$ cat src/rtl/reg_file_scoreboard.sv
// DEPTH x WIDTH register file: one write port, two registered bypassed read ports, busy scoreboard.
// Optional macro ZERO_REG_EN hardwires register 0 to zero and keeps it permanently not-busy.
module reg_file_scoreboard #(
   parameter int WIDTH = 16,
   parameter int DEPTH = 16,
   localparam int ADDR_W = $clog2(DEPTH)
) (
   input  logic              clk,
   input  logic              rst,
   input  logic              wr_en,
   input  logic [ADDR_W-1:0] wr_addr,
   input  logic [WIDTH-1:0]  wr_data,
   input  logic              rd_en1,
   input  logic [ADDR_W-1:0] rd_addr1,
   output logic [WIDTH-1:0]  rd_data1,
   input  logic              rd_en2,
   input  logic [ADDR_W-1:0] rd_addr2,
   output logic [WIDTH-1:0]  rd_data2,
   input  logic              set_busy,
   input  logic [ADDR_W-1:0] set_addr,
   output logic              busy1,
   output logic              busy2,
   output logic [DEPTH-1:0]  busy_vec
);

`ifdef ZERO_REG_EN
   localparam bit ZERO_REG = 1'b1;
`else
   localparam bit ZERO_REG = 1'b0;
`endif

   logic [WIDTH-1:0] regs [DEPTH];
   logic             wr_ok;
   logic             set_ok;
   logic [WIDTH-1:0] byp1;
   logic [WIDTH-1:0] byp2;

   // Register 0 never accepts writes or busy marks when hardwired, so its storage stays at reset 0.
   assign wr_ok  = wr_en    & ~(ZERO_REG & (wr_addr  == '0));
   assign set_ok = set_busy & ~(ZERO_REG & (set_addr == '0));

   assign byp1 = (wr_ok && (wr_addr == rd_addr1)) ? wr_data : regs[rd_addr1];
   assign byp2 = (wr_ok && (wr_addr == rd_addr2)) ? wr_data : regs[rd_addr2];

   // A register being written this cycle is reported ready, matching the bypass path.
   assign busy1 = busy_vec[rd_addr1] & ~(wr_en & (wr_addr == rd_addr1));
   assign busy2 = busy_vec[rd_addr2] & ~(wr_en & (wr_addr == rd_addr2));

   always_ff @(posedge clk or negedge rst) begin
      if (!rst) begin
         for (int i = 0; i < DEPTH; i++) regs[i] <= '0;
      end else if (wr_ok) begin
         regs[wr_addr] <= wr_data;
      end
   end

   // Set has priority over the writeback clear: a new producer issued as the old one retires.
   always_ff @(posedge clk or negedge rst) begin
      if (!rst) begin
         busy_vec <= '0;
      end else begin
         for (int i = 0; i < DEPTH; i++) begin
            if (set_ok && (set_addr == ADDR_W'(i)))
               busy_vec[i] <= 1'b1;
            else if (wr_ok && (wr_addr == ADDR_W'(i)))
               busy_vec[i] <= 1'b0;
         end
      end
   end

   always_ff @(posedge clk or negedge rst) begin
      if (!rst) begin
         rd_data1 <= '0;
         rd_data2 <= '0;
      end else begin
         if (rd_en1) rd_data1 <= byp1;
         if (rd_en2) rd_data2 <= byp2;
      end
   end

endmodule

$ cat config.mk
export PLATFORM = sky130hd
export DESIGN_NAME = reg_file_scoreboard
export DESIGN_NICKNAME = d
export VERILOG_FILES = /design/src/rtl/reg_file_scoreboard.sv
export SDC_FILE = /design/constraint.sdc
export NUM_CORES = 1
export LEC_CHECK = 0
export CAP_MARGIN = 20
export CORE_MARGIN = 4
export CORE_UTILIZATION = 61
export DETAILED_ROUTE_END_ITERATION = 10
export HOLD_SLACK_MARGIN = 0.1
export MAX_ROUTING_LAYER = met4
export PLACE_DENSITY_LB_ADDON = 0.2
export SYNTH_ARGS = -nofsm -noshare
export SYNTH_HDL_FRONTEND = slang
export SYNTH_SLANG_ARGS = --single-unit
$ cat constraint.sdc
create_clock -name clk -period 2.3 [get_ports clk]
set_clock_uncertainty 0.1 [all_clocks]
set_input_delay 0.345 -clock clk [delete_from_list [all_inputs] [get_ports clk]]
set_output_delay 0.345 -clock clk [all_outputs]
set_load 0.05 [all_outputs]
=== Word level (Yosys, flattened, before mapping) ===
Cells that the tools add are included.

* Bits in registers: 304
* Latch bits: 0
* Memory bits (writable): 0
* Bits in read-only memories: 0
* Bits of input ports: 38
* Output and inout bits: 50
* Logic and storage cells: 181
* Memories: 0

* $add $sub $neg: 0
* Multiply operators: 0
* Divide/modulo/power cells: 0
* Order comparisons: 6
* Eq/ne operators: 32
* Shift-type cells: 0
* Multiplexer cells: 47
* Bitwise logic cells: 9
* Reduce and logical (&&, ||, !) cells: 53

{| class="wikitable"
|+ Operators with widths
! kind !! count
|-
| 256-bit bitwise mux || 1
|-
| 16-bit binary-select mux with 4-bit select || 2
|-
| 16-bit two-way mux || 7
|-
| 16-bit demux with 4-bit select || 1
|-
| 4-bit equality test, second input constant || 16
|-
| 1-bit logical AND || 35
|-
| 1-bit two-way mux || 34
|-
| 4-bit by 3-bit equality test with 1-bit output, second input constant || 8
|-
| 2-bit nonzero test || 16
|-
| 4-bit by 2-bit equality test with 1-bit output, second input constant || 4
|-
| 5-bit greater-or-equal comparator, second input constant || 3
|-
| 4-bit NOT with 5-bit output || 3
|-
| 4-bit by 5-bit < comparator with 1-bit output, second input constant || 2
|-
| 1-bit binary-select mux with 4-bit select || 2
|-
| 4-bit by 1-bit equality test with 1-bit output, second input constant || 2
|-
| 4-bit equality test || 2
|-
| 4-bit logical NOT || 2
|-
| 5-bit by 1-bit < comparator with 1-bit output, second input constant || 1
|-
| 1-bit bitwise AND || 4
|-
| 1-bit NOT || 2
|}

=== Logic depth before layout (Yosys ltp) ===
Gate-level depths: netlist of the first run.

* Word-level depth: 6
* Depth in mapped cells: 7
* Mapped depth without buffers: 4

=== Worst setup path before layout of the first run ===
No wires, ideal clock.

* Path type: input-to-output
* From: input rd_addr1[3]
* To: output busy1
* Arrival time: 2.369 ns
* Required time: 1.855 ns
* Slack: -0.514 ns
* Stages on the path: 6
* Path buffers: 3
* Cells stage by stage: buf_2 -> buf_2 -> buf_2 -> mux4_2 -> mux2i_1 -> a211oi_1

* Word-level cells in the longest chain between the ends: 4
* Elaborated cells on any way between the ends: 6
* Those cells by class: 1 x eq/ne; 2 x mux; 3 x bitwise

{| class="wikitable"
|+ RTL lines
! what !! line !! source
|-
| start, declared || 14 || <nowiki>input logic [ADDR_W-1:0] rd_addr1,</nowiki>
|-
| parallel branches: the longest is 3 deep, another holds 1-bit binary-select mux with 4-bit select || n/a ||
|-
| 1-bit bitwise AND (*) || 46 || <nowiki>assign busy1 = busy_vec[rd_addr1] & ~(wr_en & (wr_addr == rd_addr1));</nowiki>
|-
| end, declared || 21 || <nowiki>output logic busy1,</nowiki>
|}

Every way passes the cells marked *. The select of a mux whose other input is x is not followed.

=== Worst setup path after layout of the first run ===
* From: register busy_vec[9]
* To: output busy2

* Word-level cells in the longest chain between the ends: 3

{| class="wikitable"
|+ RTL lines
! what !! line !! source
|-
| start, declared || 23 || <nowiki>output logic [DEPTH-1:0] busy_vec</nowiki>
|-
| start signal, assigned || 60 || <nowiki>busy_vec <= '0;</nowiki>
|-
| start signal, assigned by index || 64 || <nowiki>busy_vec[i] <= 1'b1;</nowiki>
|-
| start signal, assigned by index || 66 || <nowiki>busy_vec[i] <= 1'b0;</nowiki>
|-
| 1-bit binary-select mux with 4-bit select || 47 || <nowiki>assign busy2 = busy_vec[rd_addr2] & ~(wr_en & (wr_addr == rd_addr2));</nowiki>
|-
| 1-bit two-way mux (implied by the code) || 47 ||
|-
| 1-bit bitwise AND || 47 ||
|-
| end, declared || 22 || <nowiki>output logic busy2,</nowiki>
|}

No other way between the ends. The select of a mux whose other input is x is not followed.

==> results of run 1 <==
==> how the worst min path moves through the flow <==
stage               from            to  slack [ps]  cells after the start
global route         rst     regs[217]         250                      2
CTS                  rst     regs[233]         210                      2
finish               rst     regs[233]         200                      2
detailed placement   rst  rd_data2[10]         210                      1
global placement     rst     regs[233]         210                      1
floorplan            rst   busy_vec[0]         -50                      0
==> area by class of cell <==
type                       instances  area, um^2  share of cell area
clock inverter                     5        77.6             0.00405
multi-input combinational        671        7980               0.416
antenna                            1        2.50            0.000131
sequential                       304        7610               0.397
clock buffer                      49         933              0.0487
inverter                           8        30.0             0.00157
timing repair buffer             209        2120               0.111
tap                              335         419              0.0219
==> cells by family (layout without fill, tap and decap cells) <==
kind of cell	Yosys count	count (layout)	synth area share
flops	304	304	0.472
buf+inv	108	271	0.0352
xor+xnor	8	8	0.00435
compound gates	150	150	0.0722
mux	394	394	0.370
simple gates	119	119	0.0463
other cells	0	1	0
==> power by group through the flow <==
stage | registers [mW] | clock network, mW | logic, mW
after global placement | 7.49 | 0 | 4.85
after detailed placement | 7.58 | 0 | 4.95
final | 7.55 | 5.04 | 4.97
after floorplan | 7.93 | 0 | 2.86
after CTS | 7.51 | 5.08 | 4.97
after global routing | 7.68 | 5.33 | 5.28
==> routing by layer <==
| layer | share of wire | global-route usage | routed length [um] |
|---|---|---|---|
| met2 | 0.45 | 0.467 | 20200 |
| met1 | 0.41 | 0.449 | 18200 |
| met3 | 0.10 | 0.0917 | 4540 |
| met4 | 0.036 | 0.104 | 1590 |
| met5 | 0 | - | 0 |
==> what timing repair did <==
| item | CTS | global route |
|---|---|---|
| setup endpoints to repair | 17 | 4 |
| buffers inserted | 3 | 0 |
| hold endpoints to repair | 262 | 0 |
| hold buffers | 1 | 0 |
| resized for setup | 20 | 2 |
| pin swaps | 4 | 0 |
==> state kept, by name (all words and copies together) (netlist names) <==
name	cells
rd_data1	16
busy_vec	16
rd_data2	16
regs	256
==> layout by cell type, fill, tap and decap left out, types with 4 or more instances in the layout <==
| master | count |
|---|---|
| and2_1 | 7 |
| dfrtp_2 | 4 |
| buf_4 | 95 |
| clkbuf_1 | 9 |
| clkbuf_8 | 9 |
| o2bb2ai_1 | 4 |
| o22ai_1 | 6 |
| mux2_2 | 254 |
| xor2_1 | 6 |
| nand2_1 | 10 |
| clkbuf_16 | 31 |
| a22o_1 | 64 |
| a41oi_1 | 32 |
| nor3_4 | 6 |
| mux4_2 | 136 |
| buf_12 | 28 |
| nor2b_1 | 38 |
| inv_1 | 8 |
| dlygate4sd2_1 | 13 |
| clkdlybuf4s50_1 | 65 |
| dfrtp_1 | 300 |
| o21ai_0 | 4 |
| nor2_1 | 37 |
| o21ai_1 | 30 |
==> metrics by stage <==
step / power [mW] / instance area (um^2)
2_1_floorplan: 10.8 / 16100
3_3_place_gp: 12.3 / 18100
3_5_place_dp: 12.5 / 18100
4_1_cts: 17.6 / 19200
5_1_grt: 18.3 / 19200
6_report: 17.6 / 19200
==> out/qor.txt, run 1 <==
status -> finished, violations left
failing checks -> negative setup slack
remaining antenna violation count after routing -> 0
Logic pwr share -> 0.283
top cells by area, synth -> dfrtp_1 (47%), mux4_2 (19%), mux2_2 (18%)
H-tree depth -> 1
Critical Path End Type -> primary output
WHS -> 202 ps
leakage -> 8.05 nW
Slew @ Worst Pin -> 795 ps
DR vias/cell -> 6.86
Post-Place Cells -> 1,523
nets -> 1,263
Internal Power -> 12.2 mW
Final WS setup -> -299 ps
DR iter-0 viols -> 999
r2r worst-path depth -> 5
Peak VDD IR -> 750 uV
die width -> 171 um
final cycle utilization of the critical path -> 1.13
Synth cell types -> 42
Non-Filler Instances -> 1,582
syn_area_per_cell -> 14.9 um^2
CTS buffer count -> 31
unrepaired setup endpoints after global routing -> true
Reg power frac -> 0.430
top_reg_cell synth -> dfrtp_1
share of the synthesized area in the top cell type -> 0.472
worst slack, placed -> -201 ps
drt pass-1 iters -> 6
grt total ovfl -> 0
crit-path cells -> mux4_2 > nor2b_1 > a211oi_2 > a211oi_4 > buf_6
Sw Ratio -> 0.303
first-pass GRT wire length -> 68.0 mm
WL final -> 44.5 mm
hold crit path type -> input pin to asynchronous set/reset pin
final core occ -> 0.736
TritonCTS clock tree -> built
Seq/Total Area, Yosys -> 0.472
EDFF count, synth -> 0
largest net degree at the start of global routing -> 73
YS warnings -> 0
synth cell count leaders -> dfrtp_1 (304), mux2_2 (254), mux4_2 (136)
Max Buffers Root-to-Sink -> 3
initial core utilization -> 0.619
Post-DP HPWL -> 31.1 mm
fmax -> 385 MHz
Mapped Nets -> 1,121
Placer Congestion -> 0.915
placeable core area -> 26,100 um^2
# setup viols final -> 2
Pwr Density -> 916 nW/um^2
slowest stage delay, CP -> 500 ps
Critical Path Source -> busy_vec[9]
drt wl/cell -> 28.2 um
die height -> 171 um
CTS clock-pin slew for the worst setup and hold paths -> 60 ps
Crit Path Max Fanout -> 3
io pins -> 88
Synth Register Bits -> 304
Net Sw Power -> 5.32 mW
area leader, netlist -> dfrtp_1
Sink Count -> 304
# rows -> 59
Clock power frac -> 0.287
initial antenna violation count -> 1
Async S/R FF share, synth -> 1.00
Die ar. -> 29,100 um^2
crit path time final -> 2600 ps
DRC viols -> 0
Crit path required time -> 1860 ps
fillcell total -> 1,658
crit path buf inv count -> 1
CTS root buf -> clkbuf_16
Slowest cell on crit path -> mux4_2
Vias -> 10,900
crit path DAT -> 2150 ps
Fin. Hold Viols -> 0
most frequent cell after synthesis -> dfrtp_1
critical path class -> register to primary output
Synth Instances -> 1,083
Levels on crit path -> 5
Layout area overhead -> 18.9%
Rel. slew slack -> 0.469
R2R Path End -> rd_data2[7]
Worst-Skew Late Latency -> 560 ps
Top delay family on crit path -> multiplexers
fraction of layout cells with a size suffix above 1 -> 0.474
Slew Limit Fails -> 0
PortBufs -> 87
vias in the first global route -> 11,200
R2R Setup Slk -> 440 ps
Worst setup SP type -> register
worst r2r src -> regs[39]
Worst Setup EP -> busy2
gr usage total -> 0.322
Max Cap Viol -> 0
final setup TNS -> -578 ps
Synth Cell Area -> 16,100 um^2
Power figures use the tool's default switching activity.
==> run 2, diff against run 1 <==
==> constraint.sdc (replaced) <==
create_clock -name clk -period 2.4 [get_ports clk]
set_clock_uncertainty 0.1 [all_clocks]
set_input_delay 0.36 -clock clk [delete_from_list [all_inputs] [get_ports clk]]
set_output_delay 0.36 -clock clk [all_outputs]
set_load 0.05 [all_outputs]
==> run 2 against run 1 <==
  * The flow still finishes with violations (negative setup slack)
  * Non-clock buffer count is 11 lower
  * Total power down 2.4%
  * Count of clock-buffer cells in the layout rose by 3
  * Utilization rose by 0.36 points
  * Critical path type unchanged
  * Largest cell class unchanged
  * Largest power group unchanged
==> out/qor.txt, run 2 (synthesis results as in run 1) <==
Worst setup SP type -> register
Critical Path Source -> busy_vec[0]
Rel. slew slack -> 0.462 (-0.00651)
status -> finished, violations left
PortBufs -> 87 (unchanged)
Internal Power -> 12.0 mW (-2.3%)
fillcell total -> 1,633 (-1.5%)
Sink Count -> 304 (unchanged)
DR iter-0 viols -> 1,215 (+22%)
die height -> 171 um (unchanged)
DR vias/cell -> 6.97 (+1.6%)
WL final -> 45.8 mm (+2.8%)
area of the multi-input gates -> 8010 um^2 (+0.35%)
Die ar. -> 29,100 um^2 (unchanged)
Clock power frac -> 0.298 (+0.011)
Placer Congestion -> 0.876 (-4.3%)
worst r2r src -> regs[178]
nets -> 1,255 (-0.63%)
# setup viols final -> 2 (unchanged)
CTS buffer count -> 34 (+9.7%)
Tot Pwr -> 17.1 mW (-2.4%)
Final WS setup -> -163 ps (+136 ps)
leakage -> 8.03 nW (-0.34%)
remaining antenna violation count after routing -> 0 (unchanged)
drt wl/cell -> 29.0 um (+3.0%)
Logic pwr share -> 0.280 (-0.003)
crit path time final -> 2560 ps
WHS -> 242 ps (+40.0 ps)
worst slack, placed -> -132 ps (+69.4 ps)
# rows -> 59 (unchanged)
fmax -> 390 MHz
crit path DAT -> 2100 ps (-50 ps)
grt total ovfl -> 0 (unchanged)
initial antenna violation count -> 2 (+1)
largest net degree at the start of global routing -> 72 (-1.4%)
Critical Path End Type -> primary output
io pins -> 88 (unchanged)
drt pass-1 iters -> 6 (unchanged)
Pwr Density -> 889 nW/um^2 (-2.9%)
Crit Path Max Fanout -> 3 (unchanged)
initial core utilization -> 0.619 (unchanged)
Vias -> 11,000 (+1.4%)
CTS root buf -> clkbuf_16
TritonCTS clock tree -> built
Reg power frac -> 0.422 (-0.008)
Max Buffers Root-to-Sink -> 3 (unchanged)
critical path class -> register to primary output
CTS clock-pin slew for the worst setup and hold paths -> 60 ps (about the same)
H-tree depth -> 2 (+1)
placeable core area -> 26,100 um^2 (unchanged)
Max Cap Viol -> 0 (unchanged)
final core occ -> 0.739 (+0.00355)
fraction of layout cells with a size suffix above 1 -> 0.481 (+0.00675)
Net Sw Power -> 5.18 mW (-2.7%)
final cycle utilization of the critical path -> 1.07
failing checks -> negative setup slack
vias in the first global route -> 11,300 (+1.5%)
DRC viols -> 0 (unchanged)
max reg flops -> 256 (unchanged)
Slew @ Worst Pin -> 804 ps (+9.74 ps)
Peak VDD IR -> 763 uV (+1.7%)
Slew Limit Fails -> 0 (unchanged)
die width -> 171 um (unchanged)
Worst-Skew Late Latency -> 510 ps (-50 ps)
hold crit path type -> input pin to asynchronous set/reset pin
most common cell after layout, fill and taps aside -> dfrtp_1
gr usage total -> 0.331 (+0.00896)
Sw Ratio -> 0.302 (-0.000686)
Fin. Hold Viols -> 0 (unchanged)
commonest cells after routing, fill and taps aside -> dfrtp_1 (298), mux2_2 (254), mux4_2 (136)
Crit path required time -> 1940 ps (+80 ps)
Layout area overhead -> 19.5%
Post-DP HPWL -> 30.8 mm (-0.83%)
unrepaired setup endpoints after global routing -> true
r2r worst-path depth -> 4 (-1)
FF+latch area -> 7610 um^2 (about the same)
first-pass GRT wire length -> 69.0 mm (+1.5%)
largest register by flop count -> regs
run 2: per-layer routing:
layer	routed length, um	global-route usage
met5	0	-
met4	1850	0.122
met1	17700	0.443
met3	4910	0.103
met2	21400	0.485
run 2: power by group through the flow:
| stage | Combinational [mW] | Clock (mW) | Sequential [mW] |
|---|---|---|---|
| after floorplan | 2.73 | 0 | 7.60 |
| after global placement | 4.55 | 0 | 7.13 |
| after detailed placement | 4.67 | 0 | 7.26 |
| after CTS | 4.76 | 5.16 | 7.18 |
| after global routing | 5.10 | 5.38 | 7.34 |
| final | 4.80 | 5.10 | 7.23 |
run 2: worst max-delay path, cell delays in order, from the launching register on:
cell and delay, ps:
dfrtp_2 440, mux4_2 480, nor2b_4 160, a211oi_4 260, a211oi_4 90, buf_8 170
run 2: stage by stage:
stage | instance area (um^2) | instances | setup TNS, ps
4_1_cts | 19200 | 1575 | -181
3_5_place_dp | 18000 | 1510 | -433
5_1_grt | 19300 | 1578 | -321
3_3_place_gp | 18000 | 1510 | -140
6_report | 19300 | 1579 | -281
2_1_floorplan | 16100 | 1083 | 0
run 2: timing repair:
item / in CTS / in global routing
gates resized for setup: 14 / 5
endpoints found under the setup margin: 2 / 2
endpoints found under the hold margin: 187 / 0
hold buffers: 1 / 0
buffers inserted: 5 / 1
pin swaps: 3 / 3
run 2: cell type report:
type,instances,share of cell area
Sequential cell,304,0.395
Clock inverter,8,0.00240
Multi-Input combinational cell,671,0.416
Tap cell,335,0.0218
Timing Repair Buffer,198,0.108
Clock buffer,52,0.0550
Antenna cell,3,0.000390
Inverter,8,0.00156
run 2: path summary, 6_finish.rpt:
check                               endpoint  slack [ps]
worst max-delay path                   busy2        -160
min in group clk                   regs[123]         410
max in group asynchronous       busy_vec[15]        1200
worst max register to register   rd_data2[2]         660
worst min register to register     regs[123]         410
worst min-delay path            rd_data2[12]         240
==> run 3, diff against run 2 <==
--- a/config.mk
+++ b/config.mk
@@ -7,11 +7,12 @@
 export LEC_CHECK = 0
 export CAP_MARGIN = 20
 export CORE_MARGIN = 4
-export CORE_UTILIZATION = 61
+export CORE_UTILIZATION = 64
 export DETAILED_ROUTE_END_ITERATION = 10
+export DONT_BUFFER_PORTS = 1
 export HOLD_SLACK_MARGIN = 0.1
 export MAX_ROUTING_LAYER = met4
-export PLACE_DENSITY_LB_ADDON = 0.2
+export PLACE_DENSITY = 0.83
 export SYNTH_ARGS = -nofsm -noshare
 export SYNTH_HDL_FRONTEND = slang
 export SYNTH_SLANG_ARGS = --single-unit
==> run 3 against run 2 <==
  * The run ends with negative hold slack, negative setup slack left
  * Total power is 3.5% lower
  * Setup slack better by 110 ps
  * Maximum frequency increased by 4.6%
  * Highest routed layer unchanged
==> out/qor.txt, run 3 (synthesis results as in run 1) <==
status -> finished, violations left
failing checks -> negative hold slack, negative setup slack
WHS -> -539 ps (-781 ps)
Placer Congestion -> 0.902 (+3.0%)
grt total ovfl -> 0 (unchanged)
# rows -> 57 (-3.4%)
DR vias/cell -> 7.30 (+4.8%)
initial core utilization -> 0.657 (+0.0385)
Post-DP HPWL -> 27.8 mm (-9.9%)
Vias -> 10,700 (-2.9%)
Peak VDD IR -> 700 uV (-8.2%)
Slew Limit Fails -> 0 (unchanged)
Slowest cell on crit path -> mux4_2
largest register by flop count -> regs
crit-path cells -> mux4_2 > nor2b_4 > a211oi_4 > a211oi_4 > buf_12
placeable core area -> 24,500 um^2 (-5.9%)
met2 Use GR -> 0.495 (+0.0101)
R2R Path End -> rd_data2[7]
leakage -> 7.52 nW (-6.4%)
Non-Filler Instances -> 1,463 (-7.3%)
post-place instance area -> 16,500 um^2 (-8.6%)
CTS root buf -> clkbuf_16
initial antenna violation count -> 3 (+1)
met1 GRT Util -> 0.438 (-0.00509)
CTS buffer count -> 34 (unchanged)
Max Cap Viol -> 0 (unchanged)
most common cell after layout, fill and taps aside -> dfrtp_1
nets -> 1,154 (-8.0%)
Die ar. -> 27,800 um^2 (-4.5%)
io pins -> 88 (unchanged)
DR iter-0 viols -> 1,239 (+2.0%)
R2R Setup Slk -> 580 ps (-80 ps)
CTS clock-pin slew for the worst setup and hold paths -> 60 ps (about the same)
DRC viols -> 0 (unchanged)
Layout area overhead -> 12.0%
Top delay family on crit path -> multiplexers
Sink Count -> 304 (unchanged)
Crit path required time -> 1940 ps (about the same)
most frequent CP cell -> a211oi_4
Top Usage Layer GRT -> met2
post-route cell area -> 18,100 um^2 (-6.3%)
WL final -> 44.6 mm (-2.6%)
commonest cells after routing, fill and taps aside -> dfrtp_1 (304), mux2_2 (254), mux4_2 (136)
vias in the first global route -> 11,000 (-2.9%)
crit path DAT -> 1990 ps (-110 ps)
Critical Path End Type -> primary output
Max Buffers Root-to-Sink -> 3 (unchanged)
largest net degree at the start of global routing -> 305 (+320%)
unrepaired setup endpoints after global routing -> true
Crit Path Max Fanout -> 4 (+1)
fraction of layout cells with a size suffix above 1 -> 0.475 (-0.00613)
drt wl/cell -> 30.5 um (+5.1%)
drt pass-1 iters -> 5 (-1)
Rel. slew slack -> 0.253 (-0.209)
Pwr Density -> 916 nW/um^2 (+3.0%)
crit path time final -> 2450 ps (-114 ps)
Post-Place Cells -> 1,364 (-9.7%)
first-pass GRT wire length -> 68.6 mm (-0.60%)
fmax -> 408 MHz (+4.6%)
remaining antenna violation count after routing -> 0 (unchanged)
critical path class -> register to primary output
Final WS setup -> -48.8 ps (+114 ps)
Worst-Skew Late Latency -> 510 ps (about the same)
die height -> 167 um (-2.3%)
PortBufs -> 0 (-100%)
# setup viols final -> 2 (unchanged)
Slew @ Worst Pin -> 1120 ps (+314 ps)
TritonCTS clock tree -> built
slowest stage delay, CP -> 460 ps (-20 ps)
crit path buf inv count -> 1 (unchanged)
fillcell total -> 1,535 (-6.0%)
die width -> 167 um (-2.3%)
hold buffer count at CTS -> 30 (+29)
met3 Track Usage GR -> 0.105 (+0.00148)
gr usage total -> 0.333 (+0.00215)
worst r2r src -> regs[39]
Worst setup SP type -> register
max reg flops -> 256 (unchanged)
H-tree depth -> 2 (unchanged)
final cycle utilization of the critical path -> 1.02 (-0.0474)
r2r worst-path depth -> 4 (unchanged)
hold crit path type -> input pin to asynchronous set/reset pin
Fin. Hold Viols -> 304 (+304)
-- run 3: how the worst max path moves through the flow --
stage                startpoint  endpoint  slack [ps]  depth (start not counted)
CTS                 busy_vec[0]     busy2         -50                          5
global placement    rd_addr1[0]     busy1         380                          5
finish              busy_vec[0]     busy2         -50                          5
floorplan           rd_addr1[3]     busy1          20                          6
detailed placement  rd_addr2[0]     busy2         330                          5
global route        busy_vec[9]     busy2         -80                          5
-- run 3: repair_timing --
action                                  CTS  global route
gates resized for setup                  10             2
buffers inserted                          2             6
pin swaps                                 4             2
endpoints found under the hold margin   608           304
endpoints found under the setup margin    2             2
-- run 3: where the power goes --
group          switching, mW  internal, mW  leakage, nW  total [mW]
clock network           2.04          3.09        0.559        5.13
registers               1.35          6.31         3.74        7.66
logic                   1.51          2.24         3.22        3.75
-- run 3: worst reg2reg max path: cells and delay by family, from the launching register on --
| kind | cells | cell delay, ps |
|---|---|---|
| DFF | 1 | 400 |
| and+or+nand+nor | 1 | 360 |
| muxes | 1 | 480 |
| AOI/OAI and AO/OA | 2 | 370 |
-- run 3: per-stage QoR --
| stage | util | setup TNS [ps] | hold WS [ps] | worst slack [ps] | power [mW] |
|---|---|---|---|---|---|
| finish | 0.736 | -65.7 | -539 | -48.8 | 16.5 |
| global route | 0.736 | -120 | -559 | -79.2 | 17.2 |
| CTS | 0.732 | -53.7 | -555 | -49.2 | 16.4 |
| detailed placement | 0.672 | 0 | -23.6 | 325 | 11.1 |
| global placement | 0.672 | 0 | -20.9 | 381 | 10.9 |
| floorplan | - | 0 | -35.6 | 21.2 | 10.3 |
-- run 3: area by class of cell --
cell class,count,area (um^2),area share
tap,324,405,0.0225
multi-input combinational,671,8010,0.444
timing repair buffer,97,885,0.0490
antenna,2,5.00,0.000277
inverter,8,30.0,0.00166
clock buffer,50,1070,0.0595
clock inverter,7,35.0,0.00194
sequential,304,7610,0.421
-- run 3: layer usage --
| metal | vias up | wire length (um) |
|---|---|---|
| met2 | 631 | 20900 |
| met4 | 0 | 1910 |
| li1 | 4282 | - |
| met1 | 5625 | 16700 |
| met3 | 147 | 5130 |
| met5 | - | 0 |
